==> config.mk <==
export PLATFORM = sky130hd
export DESIGN_NAME = operand_dispatch
export DESIGN_NICKNAME = d
export VERILOG_FILES = /design/src/rtl/operand_dispatch.sv
export SDC_FILE = /design/constraint.sdc
export NUM_CORES = 1
export LEC_CHECK = 0
export ABC_AREA = 1
export CELL_PAD_IN_SITES_DETAIL_PLACEMENT = 1
export CELL_PAD_IN_SITES_GLOBAL_PLACEMENT = 1
export CORE_UTILIZATION = 31
export DETAILED_ROUTE_END_ITERATION = 8
export PLACE_DENSITY_LB_ADDON = 0.1
export SLEW_MARGIN = 20
export SYNTH_ARGS = -nofsm -noshare
export SYNTH_HDL_FRONTEND = slang
export SYNTH_SLANG_ARGS = --single-unit
export TNS_END_PERCENT = 20
==> constraint.sdc <==
create_clock -name clock -period 1.8 [get_ports clock]
set_input_delay 0.54 -clock clock [delete_from_list [all_inputs] [get_ports clock]]
set_output_delay 0.54 -clock clock [all_outputs]
set_load 0.05 [all_outputs]
==> src/rtl/operand_dispatch.sv <==
// -----------------------------------------------------------------------------
// operand_dispatch
//   Routes one issued operation (opcode + two operands) through a single
//   registered holding stage to one of four execution channels:
//     ch0 arith   (opcode 00000..00001)
//     ch1 bitwise (opcode 00010..00011)
//     ch2 shift   (opcode 00100..00101)
//     ch3 other   (opcode 00110..11111)
//   Handshake is valid/ready on both sides. Full throughput of 1 op/clk is
//   kept because a consume and a new accept may happen in the same cycle.
//
// Ports
//   clock        rising-edge clock
//   reset_n      asynchronous active-low reset
//   flush        synchronous clear of the holding stage, highest priority
//   in_valid     upstream offers an operation
//   in_ready     operation accepted this cycle when in_valid & in_ready
//   in_opcode    5-bit ALU opcode
//   in_a, in_b   operands
//   out_valid    one-hot target channel of the held operation
//   out_ready    per-channel consume strobe (only the selected bit matters)
//   out_opcode   held opcode (shared by all channels)
//   out_a, out_b held operands (shared by all channels)
//   cnt_ch0..3   wrapping count of operations consumed per channel
// -----------------------------------------------------------------------------
module operand_dispatch #(
    parameter int WIDTH = 32,
    parameter int CNT_W = 8
) (
    input  logic             clock,
    input  logic             reset_n,
    input  logic             flush,
    input  logic             in_valid,
    output logic             in_ready,
    input  logic [4:0]       in_opcode,
    input  logic [WIDTH-1:0] in_a,
    input  logic [WIDTH-1:0] in_b,
    output logic [3:0]       out_valid,
    input  logic [3:0]       out_ready,
    output logic [4:0]       out_opcode,
    output logic [WIDTH-1:0] out_a,
    output logic [WIDTH-1:0] out_b,
    output logic [CNT_W-1:0] cnt_ch0,
    output logic [CNT_W-1:0] cnt_ch1,
    output logic [CNT_W-1:0] cnt_ch2,
    output logic [CNT_W-1:0] cnt_ch3
);

    typedef enum logic {
        EMPTY = 1'b0,
        FULL  = 1'b1
    } state_t;

    // Opcode to one-hot channel; everything above 00101 lands on ch3.
    function automatic logic [3:0] route(input logic [4:0] opcode);
        logic [3:0] onehot;
        if (opcode < 5'd2)      onehot = 4'b0001;
        else if (opcode < 5'd4) onehot = 4'b0010;
        else if (opcode < 5'd6) onehot = 4'b0100;
        else                    onehot = 4'b1000;
        return onehot;
    endfunction

    state_t             state_q, state_d;
    logic               rdy_en_q;
    logic [3:0]         sel_p1;
    logic [4:0]         opcode_p1;
    logic [WIDTH-1:0]   a_p1;
    logic [WIDTH-1:0]   b_p1;
    logic [CNT_W-1:0]   cnt_p1 [4];

    logic               vld_p1;
    logic               consume;
    logic               accept;
    logic               load;
    logic               clr;

    assign vld_p1   = (state_q == FULL);
    // Only the selected channel's ready bit can consume; sel_p1 is zero when EMPTY.
    assign consume  = !flush && vld_p1 && ((sel_p1 & out_ready) != 4'b0000);
    // rdy_en_q keeps in_ready low until the first edge after reset release.
    assign in_ready = rdy_en_q && !flush && (!vld_p1 || ((sel_p1 & out_ready) != 4'b0000));
    assign accept   = in_valid && in_ready;

    always_comb begin
        state_d = state_q;
        load    = 1'b0;
        clr     = 1'b0;
        if (flush) begin
            state_d = EMPTY;
            clr     = 1'b1;
        end else begin
            case (state_q)
                EMPTY: begin
                    if (accept) begin
                        state_d = FULL;
                        load    = 1'b1;
                    end
                end
                FULL: begin
                    if (accept) begin
                        load = 1'b1;
                    end else if (consume) begin
                        state_d = EMPTY;
                        clr     = 1'b1;
                    end
                end
                default: begin
                    state_d = EMPTY;
                    clr     = 1'b1;
                end
            endcase
        end
    end

    // ---- holding stage (p1) ----
    always_ff @(posedge clock or negedge reset_n) begin
        if (!reset_n) begin
            state_q   <= EMPTY;
            rdy_en_q  <= 1'b0;
            sel_p1    <= 4'b0000;
            opcode_p1 <= 5'd0;
            a_p1      <= '0;
            b_p1      <= '0;
        end else begin
            state_q  <= state_d;
            rdy_en_q <= 1'b1;
            if (load) begin
                sel_p1    <= route(in_opcode);
                opcode_p1 <= in_opcode;
                a_p1      <= in_a;
                b_p1      <= in_b;
            end else if (clr) begin
                // Data is left as-is on clear; only the channel select drops.
                sel_p1 <= 4'b0000;
            end
        end
    end

    // ---- per-channel consume counters ----
    always_ff @(posedge clock or negedge reset_n) begin
        if (!reset_n) begin
            for (int c = 0; c < 4; c++) cnt_p1[c] <= '0;
        end else begin
            for (int c = 0; c < 4; c++) begin
                if (consume && sel_p1[c]) cnt_p1[c] <= cnt_p1[c] + CNT_W'(1);
            end
        end
    end

    assign out_valid  = sel_p1;
    assign out_opcode = opcode_p1;
    assign out_a      = a_p1;
    assign out_b      = b_p1;
    assign cnt_ch0    = cnt_p1[0];
    assign cnt_ch1    = cnt_p1[1];
    assign cnt_ch2    = cnt_p1[2];
    assign cnt_ch3    = cnt_p1[3];

endmodule

Word-level counts from Yosys, hierarchy flattened
Index checks and enable logic that the tools add are counted.
Word-level totals
  register bits after elaboration: 107
  output and inout port bits: 106
Operators by class
  reduce and logical (&&, ||, !) cells: 14
  mux-type cells: 15
  bitwise logic cells: 2
  $add $sub $neg: 4
  magnitude comparators: 3
Operator list (count)
  adder 8 x 1 -> 8 bit (second input constant): 4
  two-way mux 4 bit: 5
  less-than comparator 5 x 3 -> 1 bit (second input constant): 2
  logical AND 1 bit: 9
  two-way mux 1 bit: 9
  less-than comparator 5 x 2 -> 1 bit (second input constant): 1
  AND 4 bit: 1
  nonzero test 4 bit: 1
  zero test 1 bit: 2
  case mux 1 bit (2 select lines): 1
  nonzero test 2 bit: 1
  logical OR 1 bit: 1
  NOT 1 bit: 1

Longest topological paths before layout
Gate-level depths: netlist of run 1.
  depth in word-level cells: 10
  mapped depth: 9

Least setup slack after synthesis of run 1
OpenSTA, ideal clock, no wires.
  kind: reg2out
  from: reg sel_p1[1] (netlist: out_valid[1])
  to: out in_ready
  data required time: 1.260 ns
  path buffers: 2
  setup slack: -0.237 ns
  stages on the path, launching flop included: 7
  arrival time: 1.497 ns
  cell sequence: dfrtp_1 > nand2_1 > nand2_1 > nor2_2 > a21boi_1 > buf_2 > buf_2
On the way
  longest elaborated chain between the ends: 4
Ends and longest elaborated chain
  start: declaration: RTL line 66  | logic [3:0] sel_p1;
  start signal: assignment: RTL line 129  | sel_p1 <= route(in_opcode);
  AND 4 bit: RTL line 82  | assign in_ready = rdy_en_q && !flush && (!vld_p1 || ((sel_p1 & out_ready) != 4'b0000));
  nonzero test 4 bit: RTL line 82
  logical OR 1 bit: RTL line 82
  logical AND 1 bit: RTL line 82
  end: declaration: RTL line 34  | output logic in_ready,
Every way passes these cells.

Worst setup path in the final report of run 1
  from: in out_ready[1]
  to: out in_ready
On the way
  longest elaborated chain between the ends: 4
Ends and longest elaborated chain
  start: declaration: RTL line 39  | input logic [3:0] out_ready,
  AND 4 bit: RTL line 82
  nonzero test 4 bit: RTL line 82
  logical OR 1 bit: RTL line 82
  logical AND 1 bit: RTL line 82
Every way passes these cells.

==> results of run 1 <==
[power by group]
group / switching (mW) / internal [mW]
Clock: 0.869 / 1.19
Combinational: 1.55 / 0.799
Sequential: 0.197 / 2.70
[path summary, 6_finish.rpt]
| check | end | startpoint | cells after the start | slack, ns |
|---|---|---|---|---|
| setup / recovery | in_ready | out_ready[1] | 6 | -0.05 |
| hold / removal | cnt_ch0[3] | reset_n | 1 | 0.05 |
| setup reg to reg | out_b[5] | out_valid[1] | 10 | 0.16 |
| hold reg to reg | out_a[9] | out_a[9] | 2 | 0.48 |
| max in group asynchronous | out_b[16] | reset_n | 2 | 1.20 |
| min in group clock | out_a[9] | out_a[9] | 2 | 0.48 |
[through the flow]
step	hold slack [ns]	cell area [µm²]	worst slack, ns	instances
floorplan	0.244	4760	0.00462	566
global placement	0.426	7180	-0.354	930
detailed placement	0.424	7180	-0.362	930
CTS	0.0476	7520	-0.0667	949
global route	0.0477	7540	-0.0987	950
finish	0.0513	7540	-0.0503	950
[routing by layer]
metal | global-route usage (%) | wire length, µm
met2 | 33.6 | 7140
met3 | 6.67 | 1020
met4 | 6.09 | 251
met5 | 0 | 0
met1 | 21.6 | 5900
[layout make-up]
class	instances	area (µm²)	share of cell area, %
multi-input combinational	406	1880	24.9
sequential	107	2680	35.6
inverter	29	109	1.44
tap	184	230	3.05
clock buffer	12	267	3.53
clock inverter	4	47.5	0.630
timing repair buffer	208	2330	30.8
[critical path, cell delays in order]
cell,delay [ns]
dlygate4sd2_1,0.24
nand2_2,0.08
nand2_4,0.06
nor2_4,0.15
a21boi_4,0.08
buf_12,0.15
[logic make-up after synthesis]
kind of cell / synth area share [%]
xor gates and xnor gates: 4.05
DFF: 56.3
adders and majority gates: 1.05
and+or+nand+nor: 31.3
buffers and inverters: 4.95
other: 0.0789
AOI/OAI and AO/OA: 2.21
[state kept, by name, indices dropped and copies added (netlist names), 4 cells and up]
signal,count
cnt_ch3,8
out_a,32
out_valid,4
cnt_ch0,8
cnt_ch1,8
out_b,32
cnt_ch2,8
out_opcode,5
[Yosys cell counts (2+ instances only)]
cell | number | area [µm²]
nand3b_1 | 2 | 15.0
nor2_2 | 3 | 18.8
o21ai_0 | 18 | 90.1
xnor2_1 | 12 | 105
buf_2 | 11 | 55.1
nand4_1 | 4 | 25.0
nand2_1 | 242 | 908
clkbuf_1 | 8 | 30.0
dfrtp_1 | 107 | 2680
nor2_1 | 19 | 71.3
inv_1 | 29 | 109
buf_4 | 4 | 30.0
ha_1 | 4 | 50.1
xor2_1 | 10 | 87.6
nor3_1 | 2 | 10.0
nand3_1 | 85 | 425
[timing repair]
| action | in CTS | in global routing |
|---|---|---|
| gates resized for setup | 11 | 3 |
| hold buffers | 0 | 0 |
| setup endpoints to repair | 2 | 1 |
| cloned | 0 | 0 |
| pin swaps | 9 | 3 |
| setup buffers | 3 | 1 |
==> impl_metrics.json, run 1 <==
{
  "drt_iter0_drc": 139,
  "insertion_delay_ns": 0.34,
  "cts_buffer_depth": 2,
  "ys.flop_type": "dfrtp_1",
  "avgViaCountPerCell": 4.70,
  "via_count": 4467,
  "layout_common_cells": "236 x nand2_1, 103 x dfrtp_1, 86 x buf_4, 85 x nand3_1, 69 x clkdlybuf4s50_1",
  "fin_crit_sh_pct": 103,
  "arrival_ns": 1.31,
  "die_y_um": 126,
  "htreeDepth": 3,
  "port_buffers": 182,
  "cts_root_buffer": "clkbuf_16",
  "num_rows": 44,
  "p_total_mw": 7.31,
  "final_common_cell": "nand2_1",
  "tightest_slew_ns": 0.501,
  "power.density_nw_per_um2": 969,
  "status": "finished with violations",
  "ir_drop_mv": 0.472,
  "cap_violations": 0,
  "async_flop_share_pct": 100,
  "yosys_warnings": 0,
  "min_period_ns": 1.85,
  "dieArea_um2": 15800,
  "clock_skew_ns": 0.00716,
  "cp-start-kind": "input port",
  "postRouteAntennaNets": 0,
  "hold_path_class": "in -> async",
  "antenna_found_initial": 1,
  "post-route-util_pct": 51.1,
  "cts.sinks": 107,
  "synth_edf_count": 0,
  "n_antenna_cell": 0,
  "area_growth_pct": 58.6,
  "setup_viol": 1,
  "end_kind": "output port",
  "grt_usage_pct": 19.1,
  "cts_tree": "yes",
  "die_w_um": 126,
  "hold_violations": 0,
  "syn-num-nets": 647,
  "gp_congestion": 0.750,
  "fillCellCount": 1708,
  "slew_headroom_pct": 66.6,
  "initial_utilization_pct": 32.2,
  "syn-mean-instance-area_um2": 8.40,
  "cp_max_fo": 2,
  "drc_errors": 0,
  "synthCells": 566,
  "netlist_area_um2": 4750,
  "wl_per_cell_um": 15.1,
  "finalSetupTns_ns": -0.0503,
  "crit_required_ns": 1.26,
  "drtPass1Iterations": 4,
  "slew_viol_final": 0,
  "numCtsBuffers": 9,
  "layout-drive-gt1-share_pct": 21.7,
  "grt.overflow.total": 0,
  "grt_max_degree": 53,
  "grt_first_pass_wirelength_um": 23900,
  "setup_ws_ns": -0.0503,
  "clkTransAtPathRegs_ns": 0.07,
  "coreArea_um2": 14800,
  "ioPinCount": 183,
  "violations": "setup timing",
  "critPathKind": "in -> out",
  "rsz0062_at_grt": "true",
  "max_freq_ghz": 0.540,
  "hpwl_um": 10400,
  "synth_seq_cells": 107,
  "ys_seq_area_share_pct": 56.3,
  "p_leak_nw": 3.84,
  "grt_pass1_vias": 4867,
  "final_nets": 842,
  "wirelength_um": 14300,
  "synthDistinctLibCells": 22
}
Note: power is estimated with default switching activity, not from simulation.
==> run 2: changes to the inputs <==
CORE_UTILIZATION = 25   (was 31)
CTS_BUF_LIST = sky130_fd_sc_hd__clkbuf_8   (was default)
==> impl_metrics.json, run 2 (synthesis results as in run 1) <==
{
  "status": "finished with violations",
  "violations": "setup timing",
  "initial_utilization_pct": 25.5,
  "arrival_ns": 1.36,
  "dp_cells": 980,
  "grt_usage_pct": 15.9,
  "multi_input_area_um2": 1880,
  "seq_area_um2": 2680,
  "cts.sinks": 107,
  "cp_max_fo": 3,
  "fin_hold_ws_ns": 0.0397,
  "gp_congestion": 0.761,
  "p_leak_nw": 3.78,
  "die_w_um": 140,
  "wl_per_cell_um": 14.9,
  "final_nets": 844,
  "power.density_nw_per_um2": 880,
  "postRouteAntennaNets": 0,
  "drt_iter0_drc": 133,
  "insertion_delay_ns": 0.38,
  "cp-start-kind": "input port",
  "layout-drive-gt1-share_pct": 21.3,
  "grt.overflow.total": 0,
  "die_y_um": 140,
  "numCtsBuffers": 9,
  "cts_buffer_depth": 2,
  "drtPass1Iterations": 4,
  "hpwl_um": 11000,
  "fillCellCount": 2193,
  "slew_viol_final": 0,
  "max_stage_delay_ns": 0.26,
  "ir_drop_mv": 0.412,
  "final_common_cell": "nand2_1",
  "min_period_ns": 1.90,
  "antenna_found_initial": 1,
  "cts_tree": "yes",
  "ioPinCount": 183,
  "area_growth_pct": 57.0,
  "drc_errors": 0,
  "critical-path-slowest-cell": "dlygate4sd2_1",
  "clkTransAtPathRegs_ns": 0.10,
  "setup_viol": 1,
  "stdcell_count": 1001,
  "layout_common_cells": "237 x nand2_1, 103 x dfrtp_1, 88 x buf_4, 85 x nand3_1, 69 x clkdlybuf4s50_1",
  "end_kind": "output port",
  "n_antenna_cell": 0,
  "fin_crit_sh_pct": 106,
  "critPathKind": "in -> out",
  "hold_violations": 0,
  "crit_required_ns": 1.26,
  "cap_violations": 0,
  "grt_max_degree": 72,
  "crit_chain": "dlygate4sd2_1, nor2_2, a21boi_4, buf_12",
  "num_rows": 50,
  "cts_root_buffer": "clkbuf_8",
  "port_buffers": 182,
  "wirelength_um": 15000,
  "dp_slack_ns": -0.342,
  "htreeDepth": 3,
  "max_freq_ghz": 0.526,
  "grt_pass1_vias": 4706,
  "avgViaCountPerCell": 4.46,
  "post-route-util_pct": 40.0,
  "rsz0062_at_grt": "true",
  "grt_first_pass_wirelength_um": 24600,
  "hold_path_class": "in -> async",
  "dieArea_um2": 19600,
  "via_count": 4463,
  "setup_ws_ns": -0.0997,
  "coreArea_um2": 18600,
  "clock_skew_ns": 0.0131
}
## run 2: area by class of cell
cell class | count | share of cell area, %
Clock inverter | 5 | 0.318
Clock buffer | 10 | 1.84
Sequential cell | 107 | 35.9
Multi-Input combinational cell | 406 | 25.2
Inverter | 29 | 1.46
Timing Repair Buffer | 210 | 31.4
Tap cell | 234 | 3.92
## run 2: final timing paths
path / from / to / slack [ns] / cells past startpoint
setup / recovery: flush / in_ready / -0.1 / 4
hold / removal: reset_n / cnt_ch0[3] / 0.04 / 1
setup reg to reg: out_valid[1] / cnt_ch1[3] / 0.17 / 8
hold reg to reg: out_b[7] / out_b[7] / 0.49 / 2
max in group asynchronous: reset_n / cnt_ch3[4] / 1.23 / 2
min in group clock: out_b[7] / out_b[7] / 0.49 / 2
## run 2: metrics by stage
step                setup TNS (ns)  power, mW  cell area [µm²]
floorplan                        0       4.28             4760
global placement            -25.63       5.26             7240
detailed placement          -29.10       5.30             7240
CTS                         -0.134       6.69             7440
global route                -0.154       6.91             7460
finish                     -0.0997       6.57             7460
## run 2: power by group
| part | internal [mW] | switching (mW) |
|---|---|---|
| Combinational | 0.788 | 1.55 |
| Clock | 0.519 | 0.814 |
| Sequential | 2.70 | 0.193 |
## run 2: per-layer routing
layer / vias to the layer above / GRT usage, % / part of all wire (%)
met5: - / 0 / 0.080
met4: 2 / 5.44 / 1.2
met3: 13 / 5.54 / 7.6
met2: 112 / 25.8 / 47
met1: 2167 / 19.5 / 44
li1: 2169 / - / -
## run 2: critical path: cells and delay by family
family,cells,cell delay (ns)
buffers and inverters,2,0.42
AND/OR/NAND/NOR,1,0.14
AO/OA/AOI/OAI,1,0.25
## run 2: what timing repair did
item	4_1_cts	5_1_grt
resized for setup	10	3
hold buffers	0	0
endpoints found under the setup margin	1	5
gates cloned	0	0
pin swaps	9	5
setup buffers	4	2
